<file path="src/rtl/io_uart_tx_responder_pkg.sv">
// Shared constants for the IO-bus UART transmitter:
// register offsets, STATUS bit positions, FSM states.
package io_uart_pkg;

  localparam logic [1:0] REG_DATA   = 2'd0;
  localparam logic [1:0] REG_STATUS = 2'd1;
  localparam logic [1:0] REG_DIV    = 2'd2;

  localparam int ST_BUSY    = 0;
  localparam int ST_FULL    = 1;
  localparam int ST_EMPTY   = 2;
  localparam int ST_OVF     = 3;
  localparam int ST_CNT_LSB = 8;

  localparam int MIN_DIV = 2;

  typedef enum logic [1:0] {
    S_IDLE  = 2'd0,
    S_START = 2'd1,
    S_DATA  = 2'd2,
    S_STOP  = 2'd3
  } uart_state_e;

endpackage

</file>
<file path="src/rtl/io_uart_tx_responder_if.sv">
// Core IO-bus initiator/responder bundle.
// master: core drives addr/wdata/wr; slave: returns rdata.
interface io_uart_tx_responder_if;

  logic [31:0] IO_mem_addr;
  logic [31:0] IO_mem_wdata;
  logic        IO_mem_wr;
  logic [31:0] IO_mem_rdata;

  modport master (
    output IO_mem_addr,
    output IO_mem_wdata,
    output IO_mem_wr,
    input  IO_mem_rdata
  );

  modport slave (
    input  IO_mem_addr,
    input  IO_mem_wdata,
    input  IO_mem_wr,
    output IO_mem_rdata
  );

endinterface

</file>
<file path="src/rtl/io_uart_tx_responder_fifo.sv">
// Synchronous FIFO with show-ahead head (dout).
// Ports: push/pop/din in; dout/full/empty/count out.
module sync_fifo #(
  parameter  int WIDTH = 8,
  parameter  int DEPTH = 16,
  localparam int AW    = $clog2(DEPTH),
  localparam int CW    = AW + 1
) (
  input  logic             clk,
  input  logic             resetn,
  input  logic             push,
  input  logic             pop,
  input  logic [WIDTH-1:0] din,
  output logic [WIDTH-1:0] dout,
  output logic             full,
  output logic             empty,
  output logic [CW-1:0]    count
);

  logic [WIDTH-1:0] r_mem [DEPTH];
  logic [AW-1:0]    r_wptr;
  logic [AW-1:0]    r_rptr;
  logic [CW-1:0]    r_count;
  logic             w_push;
  logic             w_pop;

  assign full   = (r_count == CW'(DEPTH));
  assign empty  = (r_count == '0);
  assign count  = r_count;
  assign dout   = r_mem[r_rptr];
  assign w_push = push & ~full;
  assign w_pop  = pop & ~empty;

  always_ff @(posedge clk) begin
    if (w_push) r_mem[r_wptr] <= din;
  end

  // Pointers are AW bits wide, so they wrap
  // modulo DEPTH on their own.
  always_ff @(posedge clk or negedge resetn) begin
    if (!resetn) begin
      r_wptr  <= '0;
      r_rptr  <= '0;
      r_count <= '0;
    end else begin
      if (w_push) r_wptr <= r_wptr + 1'b1;
      if (w_pop)  r_rptr <= r_rptr + 1'b1;
      unique case ({w_push, w_pop})
        2'b10:   r_count <= r_count + 1'b1;
        2'b01:   r_count <= r_count - 1'b1;
        default: r_count <= r_count;
      endcase
    end
  end

endmodule

</file>
<file path="src/rtl/io_uart_tx_responder.sv">
// Memory-mapped 8N1 UART transmitter on the IO bus.
// Ports: clk, resetn, bus (slave), uart_txd, tx_idle.
module io_uart_tx_responder
  import io_uart_pkg::*;
#(
  parameter  int FIFO_DEPTH  = 16,
  parameter  int DEFAULT_DIV = 217,
  parameter  int DIV_BITS    = 16,
  localparam int CW          = $clog2(FIFO_DEPTH) + 1
) (
  input  logic clk,
  input  logic resetn,
  io_uart_tx_responder_if.slave bus,
  output logic uart_txd,
  output logic tx_idle
);

  logic                w_sel;
  logic [1:0]          w_idx;
  logic                w_wr;
  logic                w_wr_data;
  logic                w_wr_stat;
  logic                w_wr_div;
  logic [DIV_BITS-1:0] w_div_in;
  logic                w_unused;

  logic                w_full;
  logic                w_empty;
  logic [CW-1:0]       w_count;
  logic [7:0]          w_dout;
  logic                w_push;
  logic                w_pop;
  logic                w_bit_end;

  logic [DIV_BITS-1:0] r_div;
  logic                r_ovf;
  uart_state_e         r_state;
  logic [DIV_BITS-1:0] r_baud;
  logic [DIV_BITS-1:0] r_div_q;
  logic [2:0]          r_bit;
  logic [7:0]          r_shift;

  assign w_sel     = bus.IO_mem_addr[22];
  assign w_idx     = bus.IO_mem_addr[3:2];
  assign w_wr      = bus.IO_mem_wr & w_sel;
  assign w_wr_data = w_wr & (w_idx == REG_DATA);
  assign w_wr_stat = w_wr & (w_idx == REG_STATUS);
  assign w_wr_div  = w_wr & (w_idx == REG_DIV);
  assign w_div_in  = bus.IO_mem_wdata[DIV_BITS-1:0];
  assign w_push    = w_wr_data & ~w_full;

  assign w_unused = ^{bus.IO_mem_addr[31:23],
                      bus.IO_mem_addr[21:4],
                      bus.IO_mem_addr[1:0],
                      bus.IO_mem_wdata};

  assign w_bit_end = (r_baud == r_div_q - 1'b1);

  // Pop on the edge that starts a frame: from IDLE,
  // or straight out of the last STOP cycle.
  assign w_pop = ~w_empty &
                 ((r_state == S_IDLE) |
                  ((r_state == S_STOP) & w_bit_end));

  assign tx_idle = w_empty & (r_state == S_IDLE);

  sync_fifo #(
    .WIDTH (8),
    .DEPTH (FIFO_DEPTH)
  ) u_fifo (
    .clk    (clk),
    .resetn (resetn),
    .push   (w_push),
    .pop    (w_pop),
    .din    (bus.IO_mem_wdata[7:0]),
    .dout   (w_dout),
    .full   (w_full),
    .empty  (w_empty),
    .count  (w_count)
  );

  always_comb begin
    bus.IO_mem_rdata = '0;
    if (w_sel) begin
      unique case (1'b1)
        (w_idx == REG_STATUS): begin
          bus.IO_mem_rdata[ST_BUSY]  = (r_state != S_IDLE);
          bus.IO_mem_rdata[ST_FULL]  = w_full;
          bus.IO_mem_rdata[ST_EMPTY] = w_empty;
          bus.IO_mem_rdata[ST_OVF]   = r_ovf;
          bus.IO_mem_rdata[ST_CNT_LSB +: 8] = 8'(w_count);
        end
        (w_idx == REG_DIV):
          bus.IO_mem_rdata = 32'(r_div);
        default:
          bus.IO_mem_rdata = '0;
      endcase
    end
  end

  // Full is the pre-edge value, so a same-cycle pop
  // never rescues a push into a full FIFO.
  always_ff @(posedge clk or negedge resetn) begin
    if (!resetn) begin
      r_ovf <= 1'b0;
      r_div <= DIV_BITS'(DEFAULT_DIV);
    end else begin
      if (w_wr_data & w_full)
        r_ovf <= 1'b1;
      else if (w_wr_stat & bus.IO_mem_wdata[ST_OVF])
        r_ovf <= 1'b0;
      if (w_wr_div)
        r_div <= (w_div_in < DIV_BITS'(MIN_DIV)) ?
                 DIV_BITS'(MIN_DIV) : w_div_in;
    end
  end

  // div_q is latched per frame so DIV writes only
  // affect the next frame.
  always_ff @(posedge clk or negedge resetn) begin
    if (!resetn) begin
      r_state  <= S_IDLE;
      r_baud   <= '0;
      r_div_q  <= DIV_BITS'(DEFAULT_DIV);
      r_bit    <= '0;
      r_shift  <= '0;
      uart_txd <= 1'b1;
    end else begin
      unique case (r_state)
        S_IDLE: begin
          if (!w_empty) begin
            r_state  <= S_START;
            r_shift  <= w_dout;
            r_div_q  <= r_div;
            r_baud   <= '0;
            uart_txd <= 1'b0;
          end
        end
        S_START: begin
          if (w_bit_end) begin
            r_baud   <= '0;
            r_bit    <= '0;
            r_state  <= S_DATA;
            uart_txd <= r_shift[0];
          end else begin
            r_baud <= r_baud + 1'b1;
          end
        end
        S_DATA: begin
          if (w_bit_end) begin
            r_baud <= '0;
            if (r_bit == 3'd7) begin
              r_state  <= S_STOP;
              uart_txd <= 1'b1;
            end else begin
              r_bit    <= r_bit + 1'b1;
              r_shift  <= {1'b0, r_shift[7:1]};
              uart_txd <= r_shift[1];
            end
          end else begin
            r_baud <= r_baud + 1'b1;
          end
        end
        S_STOP: begin
          if (w_bit_end) begin
            r_baud <= '0;
            if (!w_empty) begin
              r_state  <= S_START;
              r_shift  <= w_dout;
              r_div_q  <= r_div;
              uart_txd <= 1'b0;
            end else begin
              r_state  <= S_IDLE;
              uart_txd <= 1'b1;
            end
          end else begin
            r_baud <= r_baud + 1'b1;
          end
        end
        default: r_state <= S_IDLE;
      endcase
    end
  end

endmodule

</file>
<file path="src/flat_wrapper.sv">
// flat-port wrapper written by rule: the top's interface ports become plain ports
module io_uart_tx_responder_flat import io_uart_pkg::*;
#(
  parameter  int FIFO_DEPTH  = 16,
  parameter  int DEFAULT_DIV = 217,
  parameter  int DIV_BITS    = 16,
  localparam int CW          = $clog2(FIFO_DEPTH) + 1
)
  (clk, resetn, uart_txd, tx_idle, bus_IO_mem_addr, bus_IO_mem_wdata, bus_IO_mem_wr, bus_IO_mem_rdata);
  io_uart_tx_responder_if bus_i ();
  input  logic clk;
  input  logic resetn;
  output logic uart_txd;
  output logic tx_idle;
  input wire logic [$bits(bus_i.IO_mem_addr)-1:0] bus_IO_mem_addr;
  input wire logic [$bits(bus_i.IO_mem_wdata)-1:0] bus_IO_mem_wdata;
  input wire logic [$bits(bus_i.IO_mem_wr)-1:0] bus_IO_mem_wr;
  output wire logic [$bits(bus_i.IO_mem_rdata)-1:0] bus_IO_mem_rdata;
  assign bus_i.IO_mem_addr = bus_IO_mem_addr;
  assign bus_i.IO_mem_wdata = bus_IO_mem_wdata;
  assign bus_i.IO_mem_wr = bus_IO_mem_wr;
  assign bus_IO_mem_rdata = bus_i.IO_mem_rdata;
  io_uart_tx_responder #(.FIFO_DEPTH(FIFO_DEPTH), .DEFAULT_DIV(DEFAULT_DIV), .DIV_BITS(DIV_BITS)) u_core (.clk(clk), .resetn(resetn), .bus(bus_i), .uart_txd(uart_txd), .tx_idle(tx_idle));
endmodule
</file>
<file path="config.mk">
export PLATFORM = sky130hd
export DESIGN_NAME = io_uart_tx_responder_flat
export DESIGN_NICKNAME = d
export VERILOG_FILES = /design/src/rtl/io_uart_tx_responder_pkg.sv /design/src/rtl/io_uart_tx_responder_if.sv /design/src/rtl/io_uart_tx_responder_fifo.sv /design/src/rtl/io_uart_tx_responder.sv /design/src/flat_wrapper.sv
export SDC_FILE = /design/constraint.sdc
export NUM_CORES = 1
export LEC_CHECK = 0
export ABC_AREA = 1
export BUFFER_PORTS_ARGS = -buffer_cell sky130_fd_sc_hd__buf_2
export CAP_MARGIN = 0
export CORE_MARGIN = 8
export CORE_UTILIZATION = 45
export CTS_CLUSTER_SIZE = 14
export DETAILED_ROUTE_END_ITERATION = 6
export GPL_TIMING_DRIVEN = 0
export REMOVE_ABC_BUFFERS = 1
export SLEW_MARGIN = 20
export SYNTH_ARGS = -nofsm -noshare
export SYNTH_HDL_FRONTEND = slang
export SYNTH_SLANG_ARGS = --single-unit
</file>
<file path="constraint.sdc">
create_clock -name clk -period 3.6 [get_ports clk]
set_input_delay 0.72 -clock clk [delete_from_list [all_inputs] [get_ports clk]]
set_output_delay 0.72 -clock clk [all_outputs]
set_load 0.03 [all_outputs]
</file>
==> results.py, run 1 <==
metrics = {
    "synthesis": {
        "syn_avg_cell_area_um2": 9.55,
        "synth_edf_count": 128,
        "synth_seq_cells": 204,
        "async_reset_ff_share_pct": 37.3,
        "synth_top_area_share_pct": 38.1,
        "synth.largest_area_cell": "edfxtp_1",
        "synth.distinct_cells": 47,
        "ys.flop_type": "edfxtp_1",
        "yosys-top-cells-area": "edfxtp_1 (38%), dfrtp_1 (16%), nand2_1 (8.0%)",
        "yosysSeqAreaShare_pct": 57.1,
        "netlist_area_um2": 10100,
        "synth_warnings": 0,
        "postSynthCellCount": 1057,
    },
    "floorplan": {
        "start_util_pct": 45.3,
        "die_h_um": 166,
        "core_area_um2": 22300,
        "dieArea_um2": 27500,
        "rows": 55,
        "ios": 101,
        "fp.dieW_um": 166,
    },
    "timing": {
        "fmax_ghz": 0.294,
        "slew_violations": 0,
        "hold_slack_ns": 0.132,
        "period_share_pct": 94.5,
        "relSlewSlack_pct": 22.5,
        "tightestPinTransition_ns": 1.16,
        "finalSetupViolations": 0,
        "min_period_ns": 3.40,
        "final_hold_viol_count": 0,
        "fin_tns_setup_ns": 0,
        "skew_ns": 0.0293,
    },
    "cts": {
        "cts_root_buffer": "clkbuf_16",
        "clkLatencyLatePin_ns": 0.52,
        "hold_buffers": 0,
        "cts_buffers": 23,
        "clk_pin_slew_worst_paths_ns": 0.06,
        "cts_tree": "done",
        "cts_buffer_depth": 3,
        "clock-sinks": 204,
        "cts_htree_levels": 1,
    },
    "worst_setup_path": {
        "cp_max_fo": 11,
        "max_stage_delay_ns": 0.48,
        "cpMostUsedCell": "inv_1",
        "worst-setup-path-type": "register to output pin",
        "rr_worst_depth": 22,
        "start_kind": "register",
        "crit_buf_inv": 3,
        "worstReg2RegStart": "u_core.r_div_q[0]",
        "reg2reg_to": "u_core.u_fifo.count[4]",
        "critical_path.top_delay_family": "simple AND/OR/NAND/NOR gates",
        "cp_data_arrival_time_ns": 2.68,
        "cp.required_ns": 2.88,
        "ff2ff_setup_slack_ns": 0.25,
        "worstPathCellList": "inv_1, nand4_1, nor2_1, inv_1, nor2_2, buf_2",
        "crit_slowest_cell": "nor2_2",
        "endpoint_kind": "output pin",
    },
    "flow_run": {
        "max_cap_violations": 0,
    },
    "cells_and_area": {
        "drive_above_1_share_pct": 13.1,
        "syn_to_final_growth_pct": 11.5,
        "layout_common_cells": "nand2_1 (213), nor2_1 (133), edfxtp_1 (128)",
        "n_fill_cell": 2077,
        "diodes": 0,
        "final_common_cell": "nand2_1",
        "nets": 1179,
        "final_cells": 1390,
    },
    "route": {
        "drt_first_pass_iters": 4,
        "wl_per_cell_um": 16.9,
        "totalWireLength_um": 23500,
        "drtIter0Drc": 601,
        "vias": 7275,
        "ant_nets": 0,
        "drcViolationCount": 0,
        "avgViaCountPerCell": 5.23,
    },
    "place": {
        "place_congestion": 0.860,
        "dpl.hpwl_um": 15900,
        "portBuffers": 39,
        "dpl.cell_count": 1342,
    },
    "power": {
        "vdd_drop_max_uv": 381,
        "power_density_nw_per_um2": 558,
        "p_leak_nw": 4.63,
        "finalPower_mw": 6.28,
    },
    "hold_path": {
        "min_path_type": "primary input to asynchronous set/reset pin",
    },
    "run_status": {
        "status": "complete, no violations",
    },
    "global_route": {
        "grt_max_degree": 66,
        "antenna_found_initial": 0,
        "first_global_vias": 7216,
        "grt.overflow.total": 0,
        "grt_pass1_wl_um": 38400,
        "grtUsageTotal_pct": 16.9,
    },
}
[cells in the mapped netlist, drive strengths merged (11+ instances only)]
master / count
clkbuf: 32
xor2: 23
edfxtp: 128
dfstp: 11
o221ai: 18
buf: 24
nor2: 148
dfrtp: 65
nand4: 15
o21ai: 109
nand3: 56
ha: 22
inv: 82
nand2: 230
a21oi: 31
o22ai: 15
[logic make-up after synthesis]
family / count (synthesis) / share of synthesized area, %
xor+xnor: 32 / 2.78
buf+inv: 141 / 6.06
compound gates: 189 / 10.9
fa+ha+maj: 23 / 2.93
other cells: 1 / 0.0372
flops: 204 / 57.1
simple gates: 467 / 20.2
[worst max-delay path by stage]
stage                            startpoint                      to  depth (start not counted)
floorplan                 u_core.r_div_q[0]  u_core.u_fifo.count[4]                         21
global placement    u_core.u_fifo.r_rptr[0]       u_core.r_shift[3]                          9
detailed placement        u_core.r_div_q[0]  u_core.u_fifo.count[4]                         22
CTS                       u_core.r_div_q[0]  u_core.u_fifo.count[4]                         22
global route              u_core.r_div_q[0]  u_core.u_fifo.count[4]                         22
finish               u_core.u_fifo.count[0]                 tx_idle                          6
[per-stage QoR]
step           util [%]  cell area [um2]  setup slack [ns]
5_1_grt            50.5            11300          -0.00535
3_5_place_dp       46.9            10500            -0.307
6_report           50.5            11300             0.197
3_3_place_gp       46.7            10400             -1.31
4_1_cts            50.1            11200           -0.0134
2_1_floorplan         -             9860             0.455
[layout make-up]
| type | count | area (um2) | area share (%) |
|---|---|---|---|
| Tap cell | 285 | 357 | 3.17 |
| Multi-Input combinational cell | 727 | 3850 | 34.2 |
| Clock buffer | 29 | 598 | 5.31 |
| Sequential cell | 204 | 5760 | 51.2 |
| Clock inverter | 12 | 71.3 | 0.633 |
| Timing Repair Buffer | 48 | 298 | 2.65 |
| Inverter | 85 | 327 | 2.90 |
[per-layer routing]
metal | track usage, % | part of all wire [%] | wire length [um] | vias to the layer above
li1 | - | - | - | 3622
met1 | 23.2 | 47 | 11100 | 3458
met2 | 26.8 | 46 | 10700 | 154
met3 | 2.82 | 4.8 | 1120 | 41
met4 | 5.64 | 2.4 | 570 | 0
met5 | 0 | 0 | 0 | -
[power by group]
| part | internal, mW | switching (mW) | leakage (nW) |
|---|---|---|---|
| Sequential | 2.71 | 0.237 | 2.04 |
| Combinational | 0.409 | 0.846 | 2.27 |
| Clock | 1.18 | 0.905 | 0.321 |
| Total | 4.30 | 1.99 | 4.63 |
[registers in the layout, indices dropped and copies added, names as in the netlist]
signal and flops:
u_core.u_fifo.r_wptr 4, u_core.r_div 16, u_core.r_state 2, u_core.u_fifo.r_mem 128
u_core.uart_txd 1, u_core.r_bit 3, u_core.u_fifo.r_rptr 4, u_core.r_ovf 1
u_core.r_baud 16, u_core.r_div_q 16, u_core.r_shift 8, u_core.u_fifo.count 5
[worst reg2reg max path, stage by stage (launching register included)]
cell and delay (ns):
dfstp_2 0.59, inv_4 0.06, ha_4 0.26, or2_2 0.10
nand3_2 0.07, a21oi_2 0.11, nand2_1 0.07, nor2_2 0.12
nand2_2 0.08, nor3_4 0.22, nand4_1 0.19, nand2_2 0.21
ha_4 0.19, inv_4 0.04, fa_2 0.35, inv_2 0.07
a21oi_1 0.05, nor2_1 0.10, nor2_1 0.06, nand2_1 0.06
nand2_1 0.04, nor2_1 0.12, xor2_1 0.16
[repair_timing]
| action | 4_1_cts | 5_1_grt |
|---|---|---|
| pin swaps | 2 | 15 |
| setup buffers | 2 | 5 |
| setup endpoints to repair | 3 | 2 |
| resized for setup | 4 | 17 |
(Power assumes the default switching activity.)
==> inputs of run 2 (changes only) <==
--- a/config.mk
+++ b/config.mk
@@ -8,13 +8,12 @@
 export ABC_AREA = 1
 export BUFFER_PORTS_ARGS = -buffer_cell sky130_fd_sc_hd__buf_2
 export CAP_MARGIN = 0
+export CORE_ASPECT_RATIO = 0.9
 export CORE_MARGIN = 8
 export CORE_UTILIZATION = 45
 export CTS_CLUSTER_SIZE = 14
 export DETAILED_ROUTE_END_ITERATION = 6
 export GPL_TIMING_DRIVEN = 0
-export REMOVE_ABC_BUFFERS = 1
-export SLEW_MARGIN = 20
 export SYNTH_ARGS = -nofsm -noshare
 export SYNTH_HDL_FRONTEND = slang
 export SYNTH_SLANG_ARGS = --single-unit
==> run 2 against run 1 <==
Via count up 4.3%. Critical endpoint is now u_core.u_fifo.count[4]. Critical path depth increased by 16. Cell count is 4.8% higher. Die area about the same. Sequential power is 2% lower. Core utilization up 1.5 points. Critical path type is now register to register. Largest power group unchanged. Routed wire length rose by 8.1%.
==> results.py, run 2 (synthesized netlist as in run 1, its figures left out) <==
metrics = {
    "cells_and_area": {
        "largest_reg_flops": 128,
        "diodes": 0,
        "seq_area_um2": 5760,
        "nets": 1233,
        "final_core_util_pct": 52.0,
        "drive_above_1_share_pct": 14.4,
        "multi_input_area_um2": 3840,
        "syn_to_final_growth_pct": 14.7,
        "layout_common_cells": "nand2_1 (212), nor2_1 (133), edfxtp_1 (128)",
        "n_fill_cell": 2052,
        "top_register": "u_core.u_fifo.r_mem",
        "final_area_um2": 11600,
        "final_common_cell": "nand2_1",
    },
    "route": {
        "vias": 7590,
        "drcViolationCount": 0,
        "totalWireLength_um": 25400,
        "avgViaCountPerCell": 5.21,
        "drtIter0Drc": 615,
        "ant_nets": 0,
        "drt_first_pass_iters": 5,
        "wl_per_cell_um": 17.4,
    },
    "global_route": {
        "grtUsageTotal_pct": 18.4,
        "antenna_found_initial": 0,
        "grt_pass1_wl_um": 40400,
        "grt.overflow.total": 0,
        "first_global_vias": 7442,
        "grt_max_degree": 61,
    },
    "power": {
        "power_density_nw_per_um2": 565,
        "finalPower_mw": 6.55,
        "p_leak_nw": 4.83,
        "vdd_drop_max_uv": 449,
    },
    "floorplan": {
        "fp.dieW_um": 174,
        "start_util_pct": 45.4,
        "rows": 52,
        "die_h_um": 158,
        "dieArea_um2": 27500,
        "core_area_um2": 22300,
        "ios": 101,
    },
    "cts": {
        "clkLatencyLatePin_ns": 0.52,
        "hold_buffers": 0,
        "cts_buffer_depth": 3,
        "clk_pin_slew_worst_paths_ns": 0.06,
        "cts_buffers": 23,
        "cts_htree_levels": 1,
        "cts_root_buffer": "clkbuf_16",
        "clock-sinks": 204,
        "cts_tree": "done",
    },
    "timing": {
        "skew_ns": 0.0157,
        "slew_violations": 0,
        "period_share_pct": 92.9,
        "fmax_ghz": 0.299,
        "final_hold_viol_count": 0,
        "min_period_ns": 3.34,
        "tightestPinTransition_ns": 0.894,
        "relSlewSlack_pct": 40.2,
        "finalSetupViolations": 0,
    },
    "place": {
        "post_dp_cell_area_um2": 10700,
        "portBuffers": 39,
        "dpl.hpwl_um": 17900,
        "place_congestion": 0.852,
    },
    "run_status": {
        "status": "complete, no violations",
    },
    "flow_run": {
        "max_cap_violations": 0,
    },
    "worst_setup_path": {
        "endpoint_kind": "register",
        "worst-setup-path-type": "register to register",
        "cp.required_ns": 4.04,
        "start_kind": "register",
        "cp_max_fo": 4,
        "cp_data_arrival_time_ns": 3.78,
    },
    "hold_path": {
        "min_path_type": "primary input to asynchronous set/reset pin",
    },
}
==> run 2: final timing paths <==
path                                 startpoint                endpoint  slack [ns]  depth (start not counted)
setup / recovery              u_core.r_div_q[0]  u_core.u_fifo.count[4]        0.26                         22
hold / removal                           resetn        u_core.r_baud[3]        0.08                          1
setup reg to reg              u_core.r_div_q[0]  u_core.u_fifo.count[4]        0.26                         22
hold reg to reg                 u_core.uart_txd         u_core.uart_txd        0.47                          2
max in group asynchronous                resetn       u_core.r_div_q[6]        2.89                          2
min in group clk           bus_IO_mem_wdata[15]        u_core.r_div[15]        0.43                          3
==> run 2: report_power, final <==
group | switching, mW | internal (mW)
sequential | 0.172 | 2.71
clock | 0.921 | 1.32
combinational | 1.00 | 0.426
total | 2.09 | 4.45
==> run 2: what timing repair did <==
item,CTS,global route
gates resized for setup,5,12
setup buffers,3,3
cloned,0,0
endpoints found under the setup margin,3,1
pin swaps,3,5
==> run 2: layout make-up <==
type / count / share of cell area, %
inverter: 85 / 2.76
clock buffer: 33 / 5.55
tap: 297 / 3.21
timing repair buffer: 46 / 2.33
sequential: 204 / 49.7
multi-input combinational: 727 / 33.1
clock inverter: 9 / 0.735
buffer: 56 / 2.53
==> run 2: per-stage QoR <==
step                TNS [ns]  setup slack, ns  hold slack, ns  instances
global route        -0.00196         -0.00196          0.0907       1457
CTS                        0           0.0349          0.0746       1454
global placement      -0.393           -0.323           0.452       1408
detailed placement    -0.363           -0.304           0.456       1409
floorplan                  0            0.455           0.424       1072
finish                     0            0.257          0.0782       1457
==> run 2: metal layers <==
metal	track usage [%]	routed length [um]	vias up
li1	-	-	3745
met3	2.93	1650	29
met5	0	0	-
met1	26.1	12000	3586
met4	4.47	395	0
met2	29.2	11400	230
==> run 2: worst max-delay path, cell delays in order (launching register included) <==
cell and delay, ns:
dfstp_2 0.57, inv_2 0.07, ha_2 0.32, or2_2 0.11, nand3_2 0.08, a21oi_1 0.12, nand2_1 0.07, nor2_2 0.13
nand2_2 0.08, nor3_4 0.16, nand4_1 0.21, nand2_4 0.17, ha_4 0.16, inv_1 0.07, fa_2 0.33, inv_2 0.07
a21oi_1 0.05, nor2_1 0.09, nor2_1 0.05, nand2_1 0.05, nand2_1 0.06, nor2_2 0.10, xor2_1 0.15
==> inputs of run 3 (changes only) <==
--- a/config.mk
+++ b/config.mk
@@ -8,7 +8,7 @@
 export ABC_AREA = 1
 export BUFFER_PORTS_ARGS = -buffer_cell sky130_fd_sc_hd__buf_2
 export CAP_MARGIN = 0
-export CORE_ASPECT_RATIO = 0.9
+export CORE_ASPECT_RATIO = 1.25
 export CORE_MARGIN = 8
 export CORE_UTILIZATION = 45
 export CTS_CLUSTER_SIZE = 14
==> run 3 against run 2 <==
Sequential power barely moved. Critical endpoint unchanged. Fmax fell by 2.3%. Core utilization rose by 0.27 points. Clock-buffer cell count fell by 9. Clock skew fell by 0.0060 ns.
==> results.py, run 3 (synthesized netlist as in run 1, its figures left out) <==
metrics = {
    "floorplan": {
        "die_h_um": 183,
        "fp.dieW_um": 150,
        "start_util_pct": 45.6,
        "rows": 61,
        "dieArea_um2": 27500,
        "ios": 101,
        "core_area_um2": 22100,
    },
    "timing": {
        "relSlewSlack_pct": 45.2,
        "fin_tns_setup_ns": 0,
        "skew_ns": 0.00964,
        "fmax_ghz": 0.292,
        "final_hold_viol_count": 0,
        "tightestPinTransition_ns": 0.820,
        "finalSetupViolations": 0,
        "min_period_ns": 3.42,
        "slew_violations": 0,
        "period_share_pct": 95.1,
    },
    "global_route": {
        "grtUsageMet3_pct": 1.80,
        "grt.overflow.total": 0,
        "use_met2_pct": 34.0,
        "busiest_layer": "met2",
        "grtUsageTotal_pct": 18.9,
        "antenna_found_initial": 0,
        "grt_max_degree": 68,
        "grt.met1_usage_pct": 22.8,
        "first_global_vias": 7560,
        "grt_pass1_wl_um": 41000,
    },
    "route": {
        "drcViolationCount": 0,
        "drtIter0Drc": 556,
        "wl_per_cell_um": 18.0,
        "vias": 7641,
        "drt_first_pass_iters": 5,
        "totalWireLength_um": 26000,
        "ant_nets": 0,
        "avgViaCountPerCell": 5.31,
    },
    "cts": {
        "clk_pin_slew_worst_paths_ns": 0.06,
        "cts_buffers": 21,
        "clkLatencyLatePin_ns": 0.49,
        "cts_htree_levels": 1,
        "clock-sinks": 204,
        "cts_tree": "done",
        "cts_root_buffer": "clkbuf_16",
        "cts_buffer_depth": 3,
    },
    "cells_and_area": {
        "final_common_cell": "nand2_1",
        "layout_common_cells": "nand2_1 (214), nor2_1 (134), edfxtp_1 (128)",
        "seq_area_um2": 5760,
        "drive_above_1_share_pct": 14.5,
        "final_cells": 1440,
        "syn_to_final_growth_pct": 14.7,
        "largest_reg_flops": 128,
        "diodes": 0,
        "top_register": "u_core.u_fifo.r_mem",
        "n_fill_cell": 2060,
        "nets": 1233,
        "multi_input_area_um2": 3850,
        "final_area_um2": 11600,
    },
    "place": {
        "post_dp_cell_area_um2": 10700,
        "portBuffers": 39,
        "dpl.hpwl_um": 18600,
        "dpl.cell_count": 1395,
        "place_congestion": 0.860,
    },
    "worst_setup_path": {
        "reg2reg_to": "u_core.u_fifo.count[4]",
        "rr_worst_depth": 22,
        "cp_max_fo": 4,
        "cp-startpoint": "u_core.r_div_q[0]",
        "ff2ff_setup_slack_ns": 0.18,
        "cp.required_ns": 4.02,
        "cp_data_arrival_time_ns": 3.84,
        "endpoint_kind": "register",
        "worstReg2RegStart": "u_core.r_div_q[0]",
        "start_kind": "register",
        "cp-endpoint": "u_core.u_fifo.count[4]",
        "worst-setup-path-type": "register to register",
    },
    "power": {
        "power_density_nw_per_um2": 570,
        "finalPower_mw": 6.60,
        "p_leak_nw": 4.82,
        "vdd_drop_max_uv": 451,
    },
    "run_status": {
        "status": "complete, no violations",
    },
    "flow_run": {
        "max_cap_violations": 0,
    },
    "hold_path": {
        "min_path_type": "primary input to asynchronous set/reset pin",
    },
}
## run 3: area by class of cell
cell class	count	share of cell area, %
Clock inverter	13	1.44
Buffer	56	2.53
Tap cell	283	3.06
Inverter	85	2.78
Sequential cell	204	49.8
Timing Repair Buffer	48	2.46
Multi-Input combinational cell	727	33.3
Clock buffer	24	4.72
## run 3: layer usage
layer  share of wire [%]  up-vias
li1                    -     3730
met1                  41     3662
met2                  51      201
met3                 4.3       48
met4                 3.7        0
met5                   0        -
## run 3: power breakdown
part	total, mW	leakage, nW	internal, mW	switching (mW)
Clock	2.27	0.347	1.37	0.891
Sequential	2.89	2.04	2.71	0.182
Combinational	1.44	2.43	0.446	0.999
Total	6.60	4.82	4.53	2.07
## run 3: critical path, cell delays in order, from the launching register on
cell,delay (ns)
dfstp_2,0.59
inv_4,0.07
ha_4,0.27
or2_2,0.11
nand3_2,0.10
a21oi_2,0.11
nand2_1,0.06
nor2_1,0.08
nand2_1,0.09
nor3_4,0.24
nand4_1,0.22
nand2_2,0.21
ha_4,0.17
inv_2,0.05
fa_2,0.34
inv_2,0.07
a21oi_2,0.05
nor2_1,0.10
nor2_1,0.06
nand2_1,0.05
nand2_1,0.05
nor2_2,0.11
xor2_1,0.14
## run 3: what timing repair did
item / 4_1_cts / 5_1_grt
endpoints found under the hold margin: 0 / 0
pin swaps: 2 / 8
resized for setup: 4 / 14
setup buffers: 2 / 6
endpoints found under the setup margin: 3 / 2
hold buffers: 0 / 0
## run 3: how the worst min path moves through the flow
stage | cells after the start | slack [ns] | endpoint
2_1_floorplan | 0 | 0.42 | u_core.r_baud[0]
3_3_place_gp | 2 | 0.46 | u_core.r_shift[4]
3_5_place_dp | 2 | 0.46 | u_core.r_shift[0]
4_1_cts | 1 | 0.06 | u_core.r_baud[4]
5_1_grt | 1 | 0.06 | u_core.r_baud[4]
6_report | 1 | 0.06 | u_core.r_baud[4]
## run 3: through the flow
stage	hold slack [ns]	util [%]	setup slack (ns)
after CTS	0.0554	51.9	0.0124
after detailed placement	0.459	48.5	-0.329
after floorplan	0.424	-	0.455
final	0.0640	52.3	0.178
after global placement	0.455	48.3	-0.365
after global routing	0.0624	52.3	-0.0409
